## src/rtl/fpmul_share_ctrl_if.sv

```systemverilog
// Requester/response bus between the issue ports and fpmul_share_ctrl.
// master = issue side, slave = the sharing controller.
interface fpmul_share_ctrl_if #(
    parameter int NREQ = 2
);
    logic [NREQ-1:0]    req_valid;
    logic [NREQ-1:0]    req_ready;
    logic [32*NREQ-1:0] req_a;
    logic [32*NREQ-1:0] req_b;
    logic               rsp_valid;
    logic               rsp_ready;
    logic [1:0]         rsp_id;
    logic [31:0]        rsp_result;
    logic [2:0]         rsp_flags;

    modport master (
        output req_valid, req_a, req_b, rsp_ready,
        input  req_ready, rsp_valid, rsp_id, rsp_result, rsp_flags
    );

    modport slave (
        input  req_valid, req_a, req_b, rsp_ready,
        output req_ready, rsp_valid, rsp_id, rsp_result, rsp_flags
    );
endinterface

```

## src/rtl/fpmul_share_ctrl.sv

```systemverilog
// Round-robin sharing of one iterative FP multiplier core among NREQ requesters.
// Optional FPMUL_ZERO_BYPASS_EN: zero operands answer 0 without using the core.
module fpmul_share_ctrl #(
    parameter int NREQ     = 2,
    parameter int CORE_LAT = 26
) (
    input  logic              clk,
    input  logic              rst,
    fpmul_share_ctrl_if.slave bus,
    output logic              busy,
    output logic              core_load,
    output logic [31:0]       core_a,
    output logic [31:0]       core_b,
    input  logic [31:0]       core_result,
    input  logic              core_exception,
    input  logic              core_overflow,
    input  logic              core_underflow
);
    localparam int CW = (CORE_LAT > 1) ? $clog2(CORE_LAT) : 1;

    typedef enum logic [1:0] {IDLE, LOAD, RUN, RESP} state_t;

    state_t        state_reg, state_next;
    logic [CW-1:0] cnt_reg, cnt_next;
    logic [1:0]    rr_ptr_reg, rr_ptr_next;
    logic [31:0]   core_a_reg, core_a_next;
    logic [31:0]   core_b_reg, core_b_next;
    logic          rsp_valid_reg, rsp_valid_next;
    logic [1:0]    rsp_id_reg, rsp_id_next;
    logic [31:0]   rsp_result_reg, rsp_result_next;
    logic [2:0]    rsp_flags_reg, rsp_flags_next;

    // Requester views padded to four slots so a 2-bit index is always legal.
    logic [3:0]  valid_ext;
    logic [31:0] a_arr [4];
    logic [31:0] b_arr [4];

    assign valid_ext = 4'(bus.req_valid);

    for (genvar gi = 0; gi < 4; gi++) begin : g_opnd
        if (gi < NREQ) begin : g_real
            assign a_arr[gi] = bus.req_a[32*gi +: 32];
            assign b_arr[gi] = bus.req_b[32*gi +: 32];
        end else begin : g_none
            assign a_arr[gi] = '0;
            assign b_arr[gi] = '0;
        end
    end

    // Candidate gi is the requester gi places after rr_ptr; lowest hit wins.
    logic [1:0]      cand_idx [NREQ];
    logic [NREQ-1:0] cand_hit;

    for (genvar gi = 0; gi < NREQ; gi++) begin : g_cand
        logic [2:0] sum;
        assign sum          = {1'b0, rr_ptr_reg} + 3'(gi);
        assign cand_idx[gi] = (sum >= 3'(NREQ)) ? 2'(sum - 3'(NREQ)) : sum[1:0];
        assign cand_hit[gi] = valid_ext[cand_idx[gi]];
    end

    logic [1:0] grant;
    logic       grant_valid;
    logic [2:0] grant_inc;

    always_comb begin
        grant       = 2'd0;
        grant_valid = 1'b0;
        for (int k = NREQ - 1; k >= 0; k--) begin
            if (cand_hit[k]) begin
                grant       = cand_idx[k];
                grant_valid = 1'b1;
            end
        end
    end

    assign grant_inc = {1'b0, grant} + 3'd1;

    logic [NREQ-1:0] ready_vec;

    for (genvar gi = 0; gi < NREQ; gi++) begin : g_ready
        assign ready_vec[gi] = (state_reg == IDLE) && grant_valid && (grant == 2'(gi));
    end

    assign bus.req_ready = ready_vec;

`ifdef FPMUL_ZERO_BYPASS_EN
    logic zero_op;
    logic zero_reg, zero_next;
    assign zero_op = (a_arr[grant][30:0] == 31'd0) || (b_arr[grant][30:0] == 31'd0);
`endif

    always_comb begin
        state_next      = state_reg;
        cnt_next        = cnt_reg;
        rr_ptr_next     = rr_ptr_reg;
        core_a_next     = core_a_reg;
        core_b_next     = core_b_reg;
        rsp_valid_next  = rsp_valid_reg;
        rsp_id_next     = rsp_id_reg;
        rsp_result_next = rsp_result_reg;
        rsp_flags_next  = rsp_flags_reg;
`ifdef FPMUL_ZERO_BYPASS_EN
        zero_next       = zero_reg;
`endif
        case (state_reg)
            IDLE: begin
                if (grant_valid) begin
                    core_a_next = a_arr[grant];
                    core_b_next = b_arr[grant];
                    rsp_id_next = grant;
                    rr_ptr_next = (grant_inc >= 3'(NREQ)) ? 2'd0 : grant_inc[1:0];
                    state_next  = LOAD;
`ifdef FPMUL_ZERO_BYPASS_EN
                    // A zero product skips the core: RUN with cnt=0 answers next edge.
                    zero_next = zero_op;
                    if (zero_op) begin
                        cnt_next   = '0;
                        state_next = RUN;
                    end
`endif
                end
            end
            LOAD: begin
                cnt_next   = CW'(CORE_LAT - 1);
                state_next = RUN;
            end
            RUN: begin
                if (cnt_reg != '0) begin
                    cnt_next = cnt_reg - CW'(1);
                end else begin
                    rsp_result_next = core_result;
                    rsp_flags_next  = {core_exception, core_overflow, core_underflow};
`ifdef FPMUL_ZERO_BYPASS_EN
                    if (zero_reg) begin
                        rsp_result_next = '0;
                        rsp_flags_next  = '0;
                    end
`endif
                    rsp_valid_next = 1'b1;
                    state_next     = RESP;
                end
            end
            RESP: begin
                if (bus.rsp_ready) begin
                    rsp_valid_next = 1'b0;
                    state_next     = IDLE;
                end
            end
            default: state_next = IDLE;
        endcase
    end

    always_ff @(negedge clk) begin
        if (rst) begin
            state_reg      <= IDLE;
            cnt_reg        <= '0;
            rr_ptr_reg     <= 2'd0;
            core_a_reg     <= '0;
            core_b_reg     <= '0;
            rsp_valid_reg  <= 1'b0;
            rsp_id_reg     <= 2'd0;
            rsp_result_reg <= '0;
            rsp_flags_reg  <= '0;
`ifdef FPMUL_ZERO_BYPASS_EN
            zero_reg       <= 1'b0;
`endif
        end else begin
            state_reg      <= state_next;
            cnt_reg        <= cnt_next;
            rr_ptr_reg     <= rr_ptr_next;
            core_a_reg     <= core_a_next;
            core_b_reg     <= core_b_next;
            rsp_valid_reg  <= rsp_valid_next;
            rsp_id_reg     <= rsp_id_next;
            rsp_result_reg <= rsp_result_next;
            rsp_flags_reg  <= rsp_flags_next;
`ifdef FPMUL_ZERO_BYPASS_EN
            zero_reg       <= zero_next;
`endif
        end
    end

    assign busy           = (state_reg != IDLE);
    assign core_load      = (state_reg == LOAD) && !rst;
    assign core_a         = core_a_reg;
    assign core_b         = core_b_reg;
    assign bus.rsp_valid  = rsp_valid_reg;
    assign bus.rsp_id     = rsp_id_reg;
    assign bus.rsp_result = rsp_result_reg;
    assign bus.rsp_flags  = rsp_flags_reg;
endmodule

```

## src/flat_wrapper.sv

```systemverilog
// flat-port wrapper written by rule: the top's interface ports become plain ports
module fpmul_share_ctrl_flat 
#(
    parameter int NREQ     = 2,
    parameter int CORE_LAT = 26
)
  (clk, rst, busy, core_load, core_a, core_b, core_result, core_exception, core_overflow, core_underflow, bus_req_valid, bus_req_a, bus_req_b, bus_rsp_ready, bus_req_ready, bus_rsp_valid, bus_rsp_id, bus_rsp_result, bus_rsp_flags);
  fpmul_share_ctrl_if #(.NREQ(NREQ)) bus_i ();
  input  logic clk;
  input  logic rst;
  output logic busy;
  output logic core_load;
  output logic [31:0] core_a;
  output logic [31:0] core_b;
  input  logic [31:0] core_result;
  input  logic core_exception;
  input  logic core_overflow;
  input  logic core_underflow;
  input wire logic [$bits(bus_i.req_valid)-1:0] bus_req_valid;
  input wire logic [$bits(bus_i.req_a)-1:0] bus_req_a;
  input wire logic [$bits(bus_i.req_b)-1:0] bus_req_b;
  input wire logic [$bits(bus_i.rsp_ready)-1:0] bus_rsp_ready;
  output wire logic [$bits(bus_i.req_ready)-1:0] bus_req_ready;
  output wire logic [$bits(bus_i.rsp_valid)-1:0] bus_rsp_valid;
  output wire logic [$bits(bus_i.rsp_id)-1:0] bus_rsp_id;
  output wire logic [$bits(bus_i.rsp_result)-1:0] bus_rsp_result;
  output wire logic [$bits(bus_i.rsp_flags)-1:0] bus_rsp_flags;
  assign bus_i.req_valid = bus_req_valid;
  assign bus_i.req_a = bus_req_a;
  assign bus_i.req_b = bus_req_b;
  assign bus_i.rsp_ready = bus_rsp_ready;
  assign bus_req_ready = bus_i.req_ready;
  assign bus_rsp_valid = bus_i.rsp_valid;
  assign bus_rsp_id = bus_i.rsp_id;
  assign bus_rsp_result = bus_i.rsp_result;
  assign bus_rsp_flags = bus_i.rsp_flags;
  fpmul_share_ctrl #(.NREQ(NREQ), .CORE_LAT(CORE_LAT)) u_core (.clk(clk), .rst(rst), .bus(bus_i), .busy(busy), .core_load(core_load), .core_a(core_a), .core_b(core_b), .core_result(core_result), .core_exception(core_exception), .core_overflow(core_overflow), .core_underflow(core_underflow));
endmodule
```

## config.mk

```make
export PLATFORM = sky130hd
export DESIGN_NAME = fpmul_share_ctrl_flat
export DESIGN_NICKNAME = d
export VERILOG_FILES = /design/src/rtl/fpmul_share_ctrl_if.sv /design/src/rtl/fpmul_share_ctrl.sv /design/src/flat_wrapper.sv
export SDC_FILE = /design/constraint.sdc
export NUM_CORES = 1
export LEC_CHECK = 0
export BUFFER_PORTS_ARGS = -buffer_cell sky130_fd_sc_hd__buf_2
export CAP_MARGIN = 5
export CORE_AREA = 2 2 130 120
export DETAILED_ROUTE_END_ITERATION = 10
export DIE_AREA = 0 0 132 122
export GPL_ROUTABILITY_DRIVEN = 0
export PLACE_DENSITY_LB_ADDON = 0.08
export SYNTH_ARGS = -nofsm -noshare
export SYNTH_HDL_FRONTEND = slang
export SYNTH_SLANG_ARGS = --single-unit
```

## constraint.sdc

```tcl
create_clock -name clk -period 2.5 [get_ports clk]
set_clock_uncertainty 0.1 [all_clocks]
set_input_delay 0.25 -clock clk [delete_from_list [all_inputs] [get_ports clk]]
set_output_delay 0.25 -clock clk [all_outputs]
set_load 0.1 [all_outputs]
```

==> metrics <==
pre-CTS setup slack -0.315 ns; CTS tree yes; Skew-Pair Late Insertion Delay 0.42 ns; Post-synth top flop dfxtp_1; setup ws final -0.597 ns; Post-CTS Hold Buffers 0; vias in the first global route 5,755; antenna cells 0; maximum vdd drop 0.663 mV; CP max FO 3; starting density of the core 0.320; Vias 5,714; Final Power 13,300 uW; core area 14,900 sq um; Min-Delay Path Class reg -> reg; Root Buffer clkbuf_16; TritonRoute pass-1 iters 6; first-pass GRT wire length 25.7 mm; deepest clock path buffer count 2; Mapped Cells 585; all-layer global routing usage 0.197; via/cell ratio 4.72; Critical-path top delay cell dfxtp_2; max-slew violations 0; gr ovfl total 0; sequential area share after synthesis 0.466; DIE WIDTH 132 um; # fillers 1,241; R2R depth 9; leading area contributor after synthesis dfxtp_1; RSZ-0062 raised after global routing true; Pwr per Cell Area 1410 nW/um^2; Mapped Area 4770 sq um; CP peak stage delay 0.32 ns; Hold Path Cell Cnt 2; TritonCTS Sinks 111; initial drt markers 234; boundary pin count 274; Commonest cells post-synth 201 x nand2_1, 111 x dfxtp_1, 69 x nor2_1; H-tree depth 3; Die Y 122 um; status complete, but fails checks; ys async rst share 0; # rows 43; setup violators final 110; clock-pin slew on the worst setup and hold paths 0.03 ns; fin util 0.634; placed cells 1,045; Port Buffer Count 273; Fin Hold WS 0.370 ns; critical path class reg -> out; Startpoint Class flip-flop; Crit. End Element primary output; post-synth top area share 0.466; cts bufs inserted 9; area delta synth->final 98.2%; max_cap viols 0; Final Hold Vio Count 0; post-route insts no fill 1,210; initial antenna violation count 0; Cell variety after synth 36; most frequent cell after synthesis nand2_1; Leak Pwr 0.00448 uW; WL final 17.6 mm; Synth area leaders dfxtp_1 47%, nand2_1 16%, a311oi_1 10%, nor2_1 5.4%, a21oi_1 4.4%; #FFs+latches synth 111; synth warn 0; pin count of the biggest net entering global routing 43; DRC violations left 0; # nets final 1,179; Final ANT Viol Nets 0; die area 16,100 sq um; Mapped Avg Cell Area 8.15 sq um; CP cell instances o21ai_4, buf_6, ha_4, and2_4, buf_12; Final HPWL DP 11.7 mm; fraction of layout cells with a size suffix above 1 0.495; Worst EP arrival 2.75 ns; violations in the final reports negative setup slack; Wirelength per Cell 14.5 um; Post-synth EDFFs 0; Crit path required time 2.15 ns
layer usage:
metal	vias to the layer above	track usage	routed length, um
met5	-	0	0
met4	0	0.111	240
met3	22	0.102	1430
met2	227	0.333	8870
met1	2644	0.198	7040
li1	2821	-	-
logic make-up (layout without fill, tap and decap cells):
kind of cell | Yosys count | in the layout | share of synthesized area
flip-flops | 111 | 111 | 0.466
adder cells (fa/ha/maj) | 8 | 8 | 0.0210
AND/OR/NAND/NOR | 288 | 288 | 0.240
XOR/XNOR | 2 | 2 | 0.00367
buffers and inverters | 56 | 477 | 0.0706
AO/OA/AOI/OAI | 118 | 118 | 0.196
multiplexers | 1 | 1 | 0.00210
other | 1 | 3 | 0.000786
worst paths after layout:
kind                                          startpoint                                endpoint  slack [ns]
setup / recovery       u_core.rr_ptr_reg[0]$_SDFFE_NP0P_                        bus_req_ready[0]       -0.60
hold / removal    u_core.bus.rsp_result[21]$_SDFFE_NP0P_  u_core.bus.rsp_result[21]$_SDFFE_NP0P_        0.37
setup reg to reg        u_core.state_reg[0]$_SDFFE_NP0P_       u_core.bus.rsp_valid$_SDFFE_NP0P_        0.40
hold reg to reg   u_core.bus.rsp_result[21]$_SDFFE_NP0P_  u_core.bus.rsp_result[21]$_SDFFE_NP0P_        0.37
critical path, delay by kind of cell, from the launching register on:
kind / cells / cell delay [ns]
flops: 1 / 0.32
buf+inv: 2 / 0.31
compound gates: 1 / 0.18
simple gates: 1 / 0.15
fa+ha+maj: 1 / 0.13
power breakdown:
group | leakage (uW) | total (uW) | internal, uW | switching (uW)
registers | 0.000953 | 2910 | 2400 | 512
clock network | 0.000744 | 2180 | 1030 | 1150
logic | 0.00278 | 8210 | 3110 | 5090
placed cells by master, fill, tap and decap left out, types with 3 or more instances in the layout:
master / count
conb_1: 3
inv_4: 5
buf_6: 4
dfxtp_4: 4
ha_4: 4
nand2_1: 201
ha_1: 4
nor2_4: 3
a311oi_2: 14
clkbuf_16: 15
dfxtp_2: 101
buf_2: 166
a311oi_1: 51
inv_1: 114
buf_4: 50
a21oi_1: 42
nand2b_1: 4
dfxtp_1: 6
buf_12: 116
nor2_1: 67
cell type report:
cell class / count / area [sq um] / area share
Clock buffer: 9 / 225 / 0.0238
Clock inverter: 118 / 494 / 0.0523
Inverter: 7 / 31.3 / 0.00331
Multi-Input combinational cell: 420 / 2350 / 0.248
Sequential cell: 111 / 2360 / 0.250
Tap cell: 202 / 253 / 0.0267
Timing Repair Buffer: 343 / 3740 / 0.395
through the flow:
stage / setup TNS, ns / area [sq um]
finish: -5.05 / 9450
global placement: -13.55 / 8250
floorplan: -4.75 / 4990
global route: -10.40 / 9450
CTS: -6.99 / 9140
detailed placement: -16.61 / 8250
what timing repair did:
action                     CTS  global route
setup buffers               17            15
resized for setup           13             8
pin swaps                    5             5
setup endpoints to repair  106           120
cloned                       0             7
No activity file was read; power rests on OpenSTA's default activity.
